File: config.mk
export PLATFORM = sky130hd
export DESIGN_NAME = count_seg7_scan
export DESIGN_NICKNAME = d
export VERILOG_FILES = /design/src/rtl/count_seg7_pkg.sv /design/src/rtl/count_seg7_scan_decode.sv /design/src/rtl/count_seg7_scan.sv
export SDC_FILE = /design/constraint.sdc
export NUM_CORES = 1
export LEC_CHECK = 0
export ABC_AREA = 1
export CAP_MARGIN = 0
export CORE_MARGIN = 2
export CORE_UTILIZATION = 42
export DETAILED_ROUTE_END_ITERATION = 8
export SLEW_MARGIN = 20
export SYNTH_ARGS = -nofsm -noshare
export SYNTH_HDL_FRONTEND = slang
export SYNTH_SLANG_ARGS = --single-unit
export TNS_END_PERCENT = 30
File: constraint.sdc
create_clock -name clk -period 3.6 [get_ports clk]
set_input_delay 0.72 -clock clk [delete_from_list [all_inputs] [get_ports clk]]
set_output_delay 0.72 -clock clk [all_outputs]
set_load 0.01 [all_outputs]
File: src/rtl/count_seg7_pkg.sv
// count_seg7_pkg: shared types and constants for the two-digit scanned
// 7-segment display stage (scan state, blank pattern, digit segment table).
package count_seg7_pkg;

    typedef enum logic {
        ONES = 1'b0,
        TENS = 1'b1
    } scan_state_e;

    // All segments dark on a common-anode, active-low display.
    localparam logic [6:0] SEG_OFF = 7'h7F;

    // Active-low {g,f,e,d,c,b,a} patterns for digits 0..9; index 0 is the LSB slice.
    localparam logic [9:0][6:0] SEG_TABLE = {
        7'h10,  // 9
        7'h00,  // 8
        7'h78,  // 7
        7'h02,  // 6
        7'h12,  // 5
        7'h19,  // 4
        7'h30,  // 3
        7'h24,  // 2
        7'h79,  // 1
        7'h40   // 0
    };

endpackage

File: src/rtl/count_seg7_scan_decode.sv
// seg7_decode: combinational digit-to-segment decoder, active-low outputs.
// Codes 10..15 are not decimal digits and leave the digit dark.
module seg7_decode
    import count_seg7_pkg::*;
(
    input  logic [3:0] digit_i,
    output logic [6:0] seg_o
);

    // Table lookup for decimal digits, blank otherwise.
    always_comb begin
        seg_o = SEG_OFF;
        if (digit_i <= 4'd9) begin
            seg_o = SEG_TABLE[digit_i];
        end
    end

endmodule

File: src/rtl/count_seg7_scan.sv
// count_seg7_scan: samples the upstream 4-bit down counter, shows it as two
// decimal digits on a time-multiplexed common-anode display, and flags
// 0 -> 15 wrap-around with a one-cycle pulse plus a toggling tens decimal point.
// Build option: define COUNT_SEG7_SCAN_BLANK_EN to blank a leading-zero tens digit.
//
// state | meaning
// ------+-------------------------------------------------------------
// ONES  | ones digit lit (an=10); leaving it starts the tens half-frame
// TENS  | tens digit lit (an=01); leaving it is the frame boundary,
//       | where the displayed value is re-latched
module count_seg7_scan
    import count_seg7_pkg::*;
#(
    parameter int SCAN_DIV = 100000,
    parameter int DIV_W    = $clog2(SCAN_DIV)
) (
    input  logic       clk,
    input  logic       rst,
    input  logic [3:0] q,
    output logic [6:0] seg,
    output logic [1:0] an,
    output logic       dp,
    output logic       wrap
);

    logic [3:0]       q_cap_q;
    logic             wrap_q;
    logic             wrap_d;
    logic             wrap_flag_q;
    logic [DIV_W-1:0] div_cnt_q;
    logic             tick;
    scan_state_e      state_q;
    scan_state_e      state_d;
    logic             frame_end;
    logic [3:0]       disp_q;
    logic             tens_bit;
    logic [3:0]       ones_val;
    logic [3:0]       digit_sel;
    logic [6:0]       digit_seg;
    logic [6:0]       seg_d;
    logic [1:0]       an_d;
    logic             dp_d;
    logic [6:0]       seg_q;
    logic [1:0]       an_q;
    logic             dp_q;

    assign wrap_d = (q_cap_q == 4'h0) && (q == 4'hF);
    assign tick   = (div_cnt_q == DIV_W'(SCAN_DIV - 1));

    // Capture the counter, detect wrap and keep the wrap-parity flag.
    always_ff @(posedge clk) begin
        if (!rst) begin
            q_cap_q     <= 4'hF;
            wrap_q      <= 1'b0;
            wrap_flag_q <= 1'b0;
        end else begin
            q_cap_q     <= q;
            wrap_q      <= wrap_d;
            wrap_flag_q <= wrap_flag_q ^ wrap_d;
        end
    end

    // Per-digit dwell prescaler.
    always_ff @(posedge clk) begin
        if (!rst) begin
            div_cnt_q <= '0;
        end else if (tick) begin
            div_cnt_q <= '0;
        end else begin
            div_cnt_q <= div_cnt_q + DIV_W'(1);
        end
    end

    // Scan state register.
    always_ff @(posedge clk) begin
        if (!rst) begin
            state_q <= ONES;
        end else begin
            state_q <= state_d;
        end
    end

    // Scan next-state: alternate digits on every prescaler tick.
    always_comb begin
        state_d   = state_q;
        frame_end = 1'b0;
        case (state_q)
            ONES: begin
                if (tick) begin
                    state_d = TENS;
                end
            end
            TENS: begin
                if (tick) begin
                    state_d   = ONES;
                    frame_end = 1'b1;
                end
            end
            default: state_d = ONES;
        endcase
    end

    // Latch the displayed value only between frames so a frame never tears.
    always_ff @(posedge clk) begin
        if (!rst) begin
            disp_q <= 4'hF;
        end else if (frame_end) begin
            disp_q <= q_cap_q;
        end
    end

    // Split 0..15 into tens (0/1) and ones; subtraction cannot underflow.
    always_comb begin
        tens_bit = (disp_q >= 4'd10);
        ones_val = disp_q - (tens_bit ? 4'd10 : 4'd0);
        if (state_q == TENS) begin
            digit_sel = {3'b000, tens_bit};
        end else begin
            digit_sel = ones_val;
        end
    end

    seg7_decode u_decode (
        .digit_i (digit_sel),
        .seg_o   (digit_seg)
    );

    // Next values for the display drivers from the current digit.
    always_comb begin
        seg_d = digit_seg;
        an_d  = 2'b10;
        dp_d  = 1'b1;
        if (state_q == TENS) begin
            an_d = 2'b01;
            dp_d = ~wrap_flag_q;
`ifdef COUNT_SEG7_SCAN_BLANK_EN
            if (!tens_bit) begin
                seg_d = SEG_OFF;
            end
`endif
        end
    end

    // Registered display drivers; dark while in reset.
    always_ff @(posedge clk) begin
        if (!rst) begin
            seg_q <= SEG_OFF;
            an_q  <= 2'b11;
            dp_q  <= 1'b1;
        end else begin
            seg_q <= seg_d;
            an_q  <= an_d;
            dp_q  <= dp_d;
        end
    end

    assign seg  = seg_q;
    assign an   = an_q;
    assign dp   = dp_q;
    assign wrap = wrap_q;

endmodule

== Yosys cells after proc, flatten, opt, wreduce, memory -nomap -nowiden ==
Memories as Yosys holds them, arrays and structs flattened. A register that Yosys moved wholly into a read port is not among the register bits.
Cells that the tools add are included.
Storage, ports and cells
  flip-flop bits (word level): 31
  ROM bits: 112
  bits of input ports: 6
  output and inout bits: 11
  word-level logic and storage cells: 32
  memories: 1
Operators by class
  $add $sub $neg: 2
  order comparisons: 2
  equal/unequal tests: 2
  muxes and demuxes: 7
  bitwise logic cells: 4
  reduce and logical (&&, ||, !) cells: 6
Memory list
  (name not given): depth 16, width 7, rd ports 1, clocked after Yosys merged registers in 1, write ports 0, RTL line count_seg7_scan_decode.sv:14  | seg_o = SEG_TABLE[digit_i];
Operator list (count)
  $add A17 B1 Y17 const B: 1
  $eq A17 B17 Y1 const B: 1
  $mux W4: 2
  $eq A4 B4 Y1 const B: 1
  $ge A4 B4 Y1 const B: 1
  $le A4 B4 Y1 const B: 1
  $logic_not A4 Y1: 1
  $reduce_and A2 Y1: 2
  $sub A4 B4 Y4: 1
  $mux W1: 3
  $not A1 Y1: 3
  $mux W2: 1
  $pmux W1 S2: 1
  $reduce_or A2 Y1: 1
  $logic_and A1 B1 Y1: 1
  $logic_not A1 Y1: 1
  $xor A1 B1 Y1: 1

== Logic depth before layout (Yosys ltp) ==
Gate-level depths: netlist (run 1).
  depth in word-level cells: 7
  mapped depth: 13
  gate-level depth less buffers: 13

== By module ==
Synthesis (run 1) repeated with hierarchy kept, for this count alone.
Second synthesis, totals
  cell total of the unflattened synthesis: 239
  area, all modules: 1790.5 µm²
By module, submodules not included
  count_seg7_scan: instances 1, cells each 208, area each 1594.0 µm², seq. area each 760.7 µm²
  seg7_decode: instances 1, cells each 31, area each 196.4 µm², seq. area each 0.0 µm²

== Worst setup path after synthesis (run 1) ==
OpenSTA, ideal clock, no wires.
  path kind: register to register
  from: register disp_q[1]
  to: register seg_q[1], in the netlist seg[1]
  library setup time: 0.074 ns
  data arrival time: 1.751 ns
  required time: 3.526 ns
  setup slack: 1.775 ns
  cell stages (with the launch flop): 14
  path buffers: 0
  period minus slack after synthesis: 1.825 ns
  cells stage by stage: dfxtp_1 -> o21ai_0 -> inv_1 -> ha_1 -> nor2_1 -> inv_1 -> ha_1 -> inv_1 -> nand2_1 -> nand2_1 -> nand4_1 -> nand2_1 -> inv_1 -> o21ai_0
On the way
  longest elaborated chain between the ends: 7
RTL lines
  from (decl): RTL line count_seg7_scan.sv:35  | logic [3:0] disp_q;
  from (signal assigned): RTL line count_seg7_scan.sv:108  | disp_q <= q_cap_q;
  $ge A4 B4 Y1: RTL line count_seg7_scan.sv:114  | tens_bit = (disp_q >= 4'd10);
  $mux W4: RTL line count_seg7_scan.sv:115  | ones_val = disp_q - (tens_bit ? 4'd10 : 4'd0);
  $sub A4 B4 Y4: RTL line count_seg7_scan.sv:115
  $mux W4 *: RTL line count_seg7_scan.sv:116  | if (state_q == TENS) begin
  $le A4 B4 Y1: RTL line count_seg7_scan_decode.sv:13  | if (digit_i <= 4'd9) begin
  $reduce_and A2 Y1 (no line)
  $logic_not A1 Y1 (no line)
  to (decl): RTL line count_seg7_scan.sv:43  | logic [6:0] seg_q;
Mark *: on every way between the ends. The rest lies on a longest branch, timed or not.
A chain may end at the register's enable or synchronous reset.

== Worst setup path in the final report (run 1) ==
Ends and elaborated chain as after synthesis.

==> metrics.txt, run 1 <==
CP top delay family simple AND/OR/NAND/NOR gates; CP most frequent cell inv_1; Leak 0.883 nW; post-CTS sizing 0; Mapped Area 0.00175 mm²; Hold Crit Class register to register; status finished, final reports clean; initial antenna violation count 0; most frequent cells in the layout nand2_1, nor2_1, dfxtp_1, inv_1, clkdlybuf4s50_1; sequential area share after synthesis 43.6%; synth top area cells dfxtp_1, nand2_1, nor2_1; WP data arrival 2.25 ns; area leader, netlist dfxtp_1; CP Buf/Inv Count 4; clock sink count 38; Setup CP Type register to register; Distinct cells, synth 24; router iterations before antenna repair 4; multi-input logic area 841 µm²; final hold violations 0; Worst path slowest cell dfxtp_1; power density over cell area 429 mW/mm²; DP HPWL 2220 µm; DR vias 1,386; layout cells sized above 1 6.95%; clock tree buffer depth 2; filler instances 394; grt total ovfl 0; worst skew pair latency 0.29 ns; antenna viol nets, final 0; antenna cells 0; GRT Total Usage 15.5%; max cap viols 0; Synth top area share 43.6%; num rows 23; CP max FO 7; worst vdd ir 267 µV; Worst R2R Setup Slack 1.57 ns; CP cell instances o21ai_0, inv_1, ha_1, nor2_1, inv_1, ha_1, inv_1, nand2_1, nand2_1, nand4_1, nand2_1, inv_1, o21ai_0; CTS Buf Count 5; Net count, final 273; final WL 2910 µm; core box area 0.00400 mm²; die area 0.00469 mm²; fin crit period 2.03 ns; setup violators final 0; fin crit share 56.4%; Yosys reg bits 38; Worst Skew 0.00654 ns; CP required 3.82 ns; peak per-stage delay on the critical path 0.32 ns; Starting Density 43.6%; relative slew slack 66.0%; fin. max-slew vios 0; Clock Tree Root clkbuf_8; Synth Warn # 0; largest net degree at the start of global routing 16; Die W 68.5 µm; Worst-path clk slew 0.08 ns; H-tree lvl count 2; FF+latch area 761 µm²; Cells after Synth 237; Area Overhead vs Synth 19.7%; Synth Area per Inst 7.36 µm²; Die Height 68.5 µm; TritonCTS clock tree yes; global-route wire length before repair 5310 µm; Fmax 492 MHz; actual slew at the worst max-slew pin 0.504 ns; post-synth net total 252; I/O Buffers 16; crit path launch type register; setup TNS 0 ns; Vias/cell 4.49; GP Congestion 0.844; most common cell after layout, fill and taps aside nand2_1; RSZ-0062 raised after global routing no; # hold bufs at CTS 0; total power 0.897 mW; vias in the first global route 1,286; I/O pin count 17; DRC viols 0; DRT iter0 DRCs 59; post-CTS setup buffer count 0; WL per Instance 9.40 µm; Setup crit end kind register
-- logic make-up (layout without fill, tap and decap cells) --
logic type      Yosys count  after routing  synth area share, %
buf+inv                  36             58                 8.24
compound gates           18             18                 6.24
fa+ha+maj                 9              9                 6.45
xor+xnor                  8              8                 4.01
simple gates            128            128                 31.5
flops                    38             38                 43.6
-- synthesized netlist by cell type --
cell,n
or2_2,4
o21ai_0,10
a21oi_1,3
o21bai_1,1
ha_1,9
nand2_1,59
nor2_4,1
xnor2_1,3
nand3b_1,1
o211ai_1,2
xor2_1,5
o21ai_4,1
nand3_1,13
nor2_2,1
nand3_2,1
buf_6,1
nand4_1,6
dfxtp_1,38
nand2_2,2
nor2_1,38
o21ai_1,1
inv_1,34
buf_2,1
nor3_1,2
-- worst register-to-register path, delay by kind of cell (launching register included) --
kind | cells | cell delay (ns)
flip-flops | 1 | 0.32
AND/OR/NAND/NOR | 5 | 0.51
buffers and inverters | 4 | 0.36
adder cells (fa/ha/maj) | 2 | 0.50
AO/OA/AOI/OAI | 2 | 0.29
-- state kept, by name (all words and copies together), names as in the netlist --
signal,cells
an,2
wrap,1
disp_q,4
seg,7
div_cnt_q,17
q_cap_q,4
state_q,1
wrap_flag_q,1
dp,1
-- layout make-up --
class | instances | share of cell area (%)
flip-flops and latches | 38 | 36.4
repair buffers | 16 | 7.66
well taps | 50 | 2.99
clock buffers | 5 | 3.29
clock inverters | 3 | 3.29
inverters | 34 | 6.11
multi-input cells | 163 | 40.2
-- per-layer routing --
metal / vias to the layer above / routed length [µm] / track usage, %
met4: 0 / 35 / 5.25
met3: 4 / 134 / 5.92
met2: 22 / 1380 / 25.8
li1: 777 / - / -
met1: 583 / 1360 / 18.1
met5: - / 0 / 0
-- through the flow --
stage	instances	cell area, µm²	worst slack [ns]	utilization (%)	hold slack [ns]
after CTS	309	2090	1.52	52.2	0.434
after floorplan	237	1750	1.77	-	0.391
after global routing	309	2090	1.27	52.2	0.463
after global placement	301	1950	1.47	48.8	0.409
after detailed placement	301	1950	1.48	48.8	0.418
final	309	2090	1.57	52.2	0.426
-- path summary, 6_finish.rpt --
path                            cells past startpoint                   start                 to
worst min-delay path                                1  wrap_flag_q$_SDFF_PN0_      dp$_SDFF_PN1_
worst max-delay path                               13  disp_q[1]$_SDFFE_PN1P_  seg[1]$_SDFF_PN1_
worst max register to register                     13  disp_q[1]$_SDFFE_PN1P_  seg[1]$_SDFF_PN1_
worst min register to register                      1  wrap_flag_q$_SDFF_PN0_      dp$_SDFF_PN1_
-- report_power, final --
group / total [mW] / leakage, nW / internal, mW / switching, mW
registers: 0.433 / 0.310 / 0.429 / 0.00427
clock network: 0.433 / 0.0683 / 0.278 / 0.155
logic: 0.0314 / 0.504 / 0.0168 / 0.0146
total: 0.897 / 0.883 / 0.723 / 0.174
(Power assumes the default switching activity.)
==> run 2: changes to the inputs <==
==> constraint.sdc (replaced) <==
create_clock -name clk -period 2.1 [get_ports clk]
set_input_delay 0.42 -clock clk [delete_from_list [all_inputs] [get_ports clk]]
set_output_delay 0.42 -clock clk [all_outputs]
set_load 0.01 [all_outputs]
==> run 2 against run 1 <==
Count of clock-buffer cells in the layout is 1 higher. Non-clock buffer count is 4 higher. Critical path depth stayed put.
==> metrics.txt, run 2 (synthesized netlist as in run 1, its figures left out) <==
multi-input logic area 841 µm² (unchanged); DR vias 1,415 (+2.1%); WP data arrival 1.99 ns (-0.26 ns); initial antenna violation count 0 (unchanged); setup TNS 0 ns (unchanged); # hold bufs at CTS 0 (unchanged); post-CTS sizing 0 (unchanged); most frequent cells in the layout nand2_1, nor2_1, dfxtp_1, inv_1, clkdlybuf4s50_1; layout cells sized above 1 8.37% (+1.4 points); filler instances 407 (+3.3%); vias in the first global route 1,370 (+6.5%); antenna cells 0 (unchanged); Setup crit end kind register; TritonCTS clock tree yes; Die Height 68.5 µm (unchanged); die area 0.00469 mm² (unchanged); Worst Skew 0.00568 ns (-0.000858 ns); GP Congestion 0.864 (+2.4%); Hold Crit Class register to register; status finished, final reports clean; global-route wire length before repair 5610 µm (+5.6%); FF+latch area 761 µm² (unchanged); power density over cell area 735 mW/mm² (+71%); largest net degree at the start of global routing 16 (unchanged); relative slew slack 71.8% (+5.8 points); fin crit share 83.9% (+27 points); final hold violations 0 (unchanged); antenna viol nets, final 0 (unchanged); DRC viols 0 (unchanged); total power 1.56 mW (+74%); worst vdd ir 489 µV (+83%); WL per Instance 9.70 µm (+3.1%); number of flip-flops in the largest register 17 (unchanged); core box area 0.00400 mm² (unchanged); clock tree buffer depth 2 (unchanged); clock sink count 38 (unchanged); I/O pin count 17 (unchanged); CP required 2.33 ns (-1.49 ns); CTS Buf Count 5 (unchanged); crit path launch type register; Leak 0.906 nW (+2.5%); post-CTS setup buffer count 0 (unchanged); DRT iter0 DRCs 46 (-22%); Clock Tree Root clkbuf_8; Starting Density 43.6% (unchanged); final WL 3040 µm (+4.4%); GRT Total Usage 16.4% (+0.93 points); grt total ovfl 0 (unchanged); Net count, final 277 (+1.5%); num rows 23 (unchanged); most common cell after layout, fill and taps aside nand2_1; largest reg by FF count div_cnt_q; Area Overhead vs Synth 21.7%; worst skew pair latency 0.29 ns (about the same); worst r2r path cells 13 (unchanged); DP HPWL 2310 µm (+3.8%); Setup CP Type register to register; H-tree lvl count 2 (unchanged); Vias/cell 4.52 (+0.79%); Worst-path clk slew 0.07 ns (about the same); router iterations before antenna repair 4 (unchanged); actual slew at the worst max-slew pin 0.421 ns (-0.0829 ns); Fmax 568 MHz (+15%); setup violators final 0 (unchanged); RSZ-0062 raised after global routing no; I/O Buffers 16 (unchanged); fin crit period 1.76 ns (-0.270 ns); fin. max-slew vios 0 (unchanged); max cap viols 0 (unchanged); Hold Path Stages 1 (unchanged); Die W 68.5 µm (unchanged); CP max FO 7 (unchanged)
-- run 2: changes by cell type in the layout (fill, tap and decap cells not counted), sizes merged --
cell and change:
clkinv -1, buf +4, clkbuf +1
-- run 2: through the flow --
stage	hold WS [ns]	std cells	util, %	setup WS, ns	cell area (µm²)
2_1_floorplan	0.391	237	-	0.275	1750
3_3_place_gp	0.417	305	49.5	0.304	1980
3_5_place_dp	0.416	305	49.5	0.286	1980
4_1_cts	0.438	313	53.1	0.267	2120
5_1_grt	0.455	313	53.1	0.0814	2120
6_report	0.436	313	53.1	0.339	2120
-- run 2: worst paths after layout --
check                         startpoint           endpoint  slack [ns]
hold reg to reg   wrap_flag_q$_SDFF_PN0_      dp$_SDFF_PN1_        0.44
setup / recovery  disp_q[1]$_SDFFE_PN1P_  seg[1]$_SDFF_PN1_        0.34
hold / removal    wrap_flag_q$_SDFF_PN0_      dp$_SDFF_PN1_        0.44
setup reg to reg  disp_q[1]$_SDFFE_PN1P_  seg[1]$_SDFF_PN1_        0.34
-- run 2: critical path, stage by stage (launching register included) --
cell and delay, ns:
dfxtp_1 0.33, o21ai_1 0.16, inv_1 0.06, ha_1 0.26
nor2_1 0.12, inv_1 0.08, ha_1 0.21, inv_1 0.06
nand2_1 0.05, nand2_1 0.05, nand4_1 0.09, nand2_1 0.06
inv_1 0.09, o21ai_0 0.08
-- run 2: where the power goes --
group	internal (mW)	total, mW	switching (mW)
Sequential	0.735	0.742	0.00697
Combinational	0.0301	0.0559	0.0258
Clock	0.507	0.764	0.257
-- run 2: routing by layer --
metal,GRT usage (%),wire length [µm],vias up
li1,-,-,787
met1,18.1,1450,595
met2,27.4,1370,24
met3,6.91,145,9
met4,7.25,73,0
met5,0,0,-
-- run 2: final cells by class --
| class | count | area share (%) |
|---|---|---|
| clock buffers | 6 | 3.89 |
| flip-flops and latches | 38 | 35.8 |
| clock inverters | 2 | 2.83 |
| well taps | 50 | 2.94 |
| repair buffers | 20 | 8.95 |
| multi-input cells | 163 | 39.6 |
| inverters | 34 | 6.01 |
==> run 3: changes to the inputs <==
==> constraint.sdc (replaced) <==
create_clock -name clk -period 1.75 [get_ports clk]
set_input_delay 0.35 -clock clk [delete_from_list [all_inputs] [get_ports clk]]
set_output_delay 0.35 -clock clk [all_outputs]
set_load 0.01 [all_outputs]
==> run 3 against run 2 <==
Final cell count up 1.6%. Core utilization up 0.94 points. Clock skew up 0.0031 ns. Sequential cell count unchanged. Largest power group is now registers. Critical path depth unchanged. Global-route usage down 0.26 points. Critical endpoint is now seg[4]$_SDFF_PN1_. Non-clock buffer count up 5. Sequential share of layout area down 0.51 points. Die area unchanged. Design area up 1.8%. Register-to-register slack worse by 0.22 ns.
==> metrics.txt, run 3 (synthesized netlist as in run 1, its figures left out) <==
status finished, final reports clean; relative slew slack 70.5% (-1.3 points); Die Height 68.5 µm (unchanged); Setup CP Type register to register; total power 1.68 mW (+7.8%); number of flip-flops in the largest register 17 (unchanged); final WL 3130 µm (+3.3%); Sequential Power Share 52.9% (+5.4 points); I/O Buffers 16 (unchanged); Leak 0.913 nW (+0.80%); fin. max-slew vios 0 (unchanged); WP data arrival 1.82 ns (-0.17 ns); most common cell after layout, fill and taps aside nand2_1; Clock Tree Root clkbuf_8; TritonCTS clock tree yes; global-route wire length before repair 5510 µm (-1.7%); worst vdd ir 455 µV (-6.9%); CTS Buf Count 5 (unchanged); Worst-path clk slew 0.08 ns (about the same); fin crit share 93.0% (+9.1 points); GP Congestion 0.879 (+1.7%); Worst Skew 0.00873 ns (+0.00306 ns); layout cells sized above 1 14.6% (+6.2 points); antenna cells 0 (unchanged); Area Overhead vs Synth 23.9%; H-tree lvl count 2 (unchanged); router iterations before antenna repair 4 (unchanged); Setup crit end kind register; Net count, final 282 (+1.8%); I/O pin count 17 (unchanged); Vias/cell 4.60 (+1.7%); CP max FO 7 (unchanged); combinational share of power 4.0% (+0.4 points); largest reg by FF count div_cnt_q; crit path launch type register; cell total after placement 310 (+1.6%); WL per Instance 9.86 µm (+1.6%); Die W 68.5 µm (unchanged); final instance area 0.00216 mm² (+1.8%); Fmax 615 MHz (+8.3%); CP required 1.94 ns (-0.39 ns); max cap viols 0 (unchanged); most frequent cells in the layout nand2_1, nor2_1, dfxtp_1, inv_1, clkdlybuf4s50_1; num rows 23 (unchanged); Starting Density 43.6% (unchanged); power density over cell area 779 mW/mm² (+6.0%); antenna viol nets, final 0 (unchanged); GRT Total Usage 16.2% (-0.26 points); DRT iter0 DRCs 57 (+24%); sw frac 20.6% (+2.0 points); post-CTS setup buffer count 0 (unchanged); clock tree buffer depth 2 (unchanged); initial antenna violation count 0 (unchanged); Hold Crit Class register to register; filler instances 398 (-2.2%); actual slew at the worst max-slew pin 0.440 ns (+0.0190 ns); worst skew pair latency 0.30 ns (about the same); vias in the first global route 1,296 (-5.4%); final hold violations 0 (unchanged); core box area 0.00400 mm² (unchanged); largest net degree at the start of global routing 16 (unchanged); clock sink count 38 (unchanged); clock share of power 43.1% (-5.8 points); DR vias 1,462 (+3.3%); DRC viols 0 (unchanged); setup violators final 0 (unchanged); net switching power of the design 0.347 mW (+20%); Post-Layout Cell Count 318 (+1.6%); cell-internal power 1.34 mW (+5.2%); die area 0.00469 mm² (unchanged); dpl cell area 0.00203 mm² (+2.3%); fin crit period 1.63 ns (-0.134 ns); DP HPWL 2360 µm (+2.2%); grt total ovfl 0 (unchanged)
==> run 3: per-layer routing <==
metal	vias to the layer above	wire length, µm	global-route usage [%]
met2	27	1430	26.6
met3	7	155	5.92
li1	793	-	-
met5	-	0	0
met4	0	57	7.50
met1	635	1490	18.6
==> run 3: repair_timing <==
action,in CTS,in global routing
endpoints found under the setup margin,7,11
pin swaps,0,2
gates resized for setup,2,11
hold buffers,0,0
==> run 3: power by group through the flow <==
stage	clock (mW)	sequential [mW]	combinational (mW)
global route	0.787	0.894	0.0756
finish	0.726	0.891	0.0677
floorplan	0	0.914	0.0330
global placement	0	0.911	0.0680
detailed placement	0	0.911	0.0684
CTS	0.751	0.891	0.0688
==> run 3: worst paths after layout <==
| check | from | to | slack (ns) | cells past startpoint |
|---|---|---|---|---|
| worst max register to register | disp_q[2]$_SDFFE_PN1P_ | seg[4]$_SDFF_PN1_ | 0.12 | 13 |
| worst max-delay path | disp_q[2]$_SDFFE_PN1P_ | seg[4]$_SDFF_PN1_ | 0.12 | 13 |
| worst min register to register | wrap_flag_q$_SDFF_PN0_ | dp$_SDFF_PN1_ | 0.42 | 1 |
| worst min-delay path | wrap_flag_q$_SDFF_PN0_ | dp$_SDFF_PN1_ | 0.42 | 1 |
==> run 3: critical path, stage by stage (launching register included) <==
cell,delay (ns)
dfxtp_2,0.33
o21ai_2,0.16
inv_2,0.06
ha_4,0.27
nor2_4,0.03
inv_2,0.05
ha_2,0.18
inv_1,0.04
nand2_1,0.05
nand2_1,0.05
nand4_1,0.08
nand2_1,0.06
inv_2,0.10
nand3_1,0.07
==> run 3: area by class of cell <==
type	count	area [µm²]	share of cell area, %
Timing Repair Buffer	25	228	10.5
Sequential cell	38	763	35.3
Clock inverter	3	40.0	1.85
Inverter	34	128	5.90
Clock buffer	5	68.8	3.18
Tap cell	50	62.6	2.89
Multi-Input combinational cell	163	872	40.3
==> run 3: stage by stage <==
stage          setup slack, ns  hold slack, ns  TNS [ns]  utilization, %
6_report                 0.123           0.424         0            54.1
5_1_grt                -0.0147           0.454   -0.0234            54.1
4_1_cts                 0.0228           0.434         0            53.4
3_5_place_dp           -0.0847           0.419    -0.355            50.7
3_3_place_gp           -0.0441           0.421   -0.0695            50.7
2_1_floorplan           0.0155           0.392         0               -
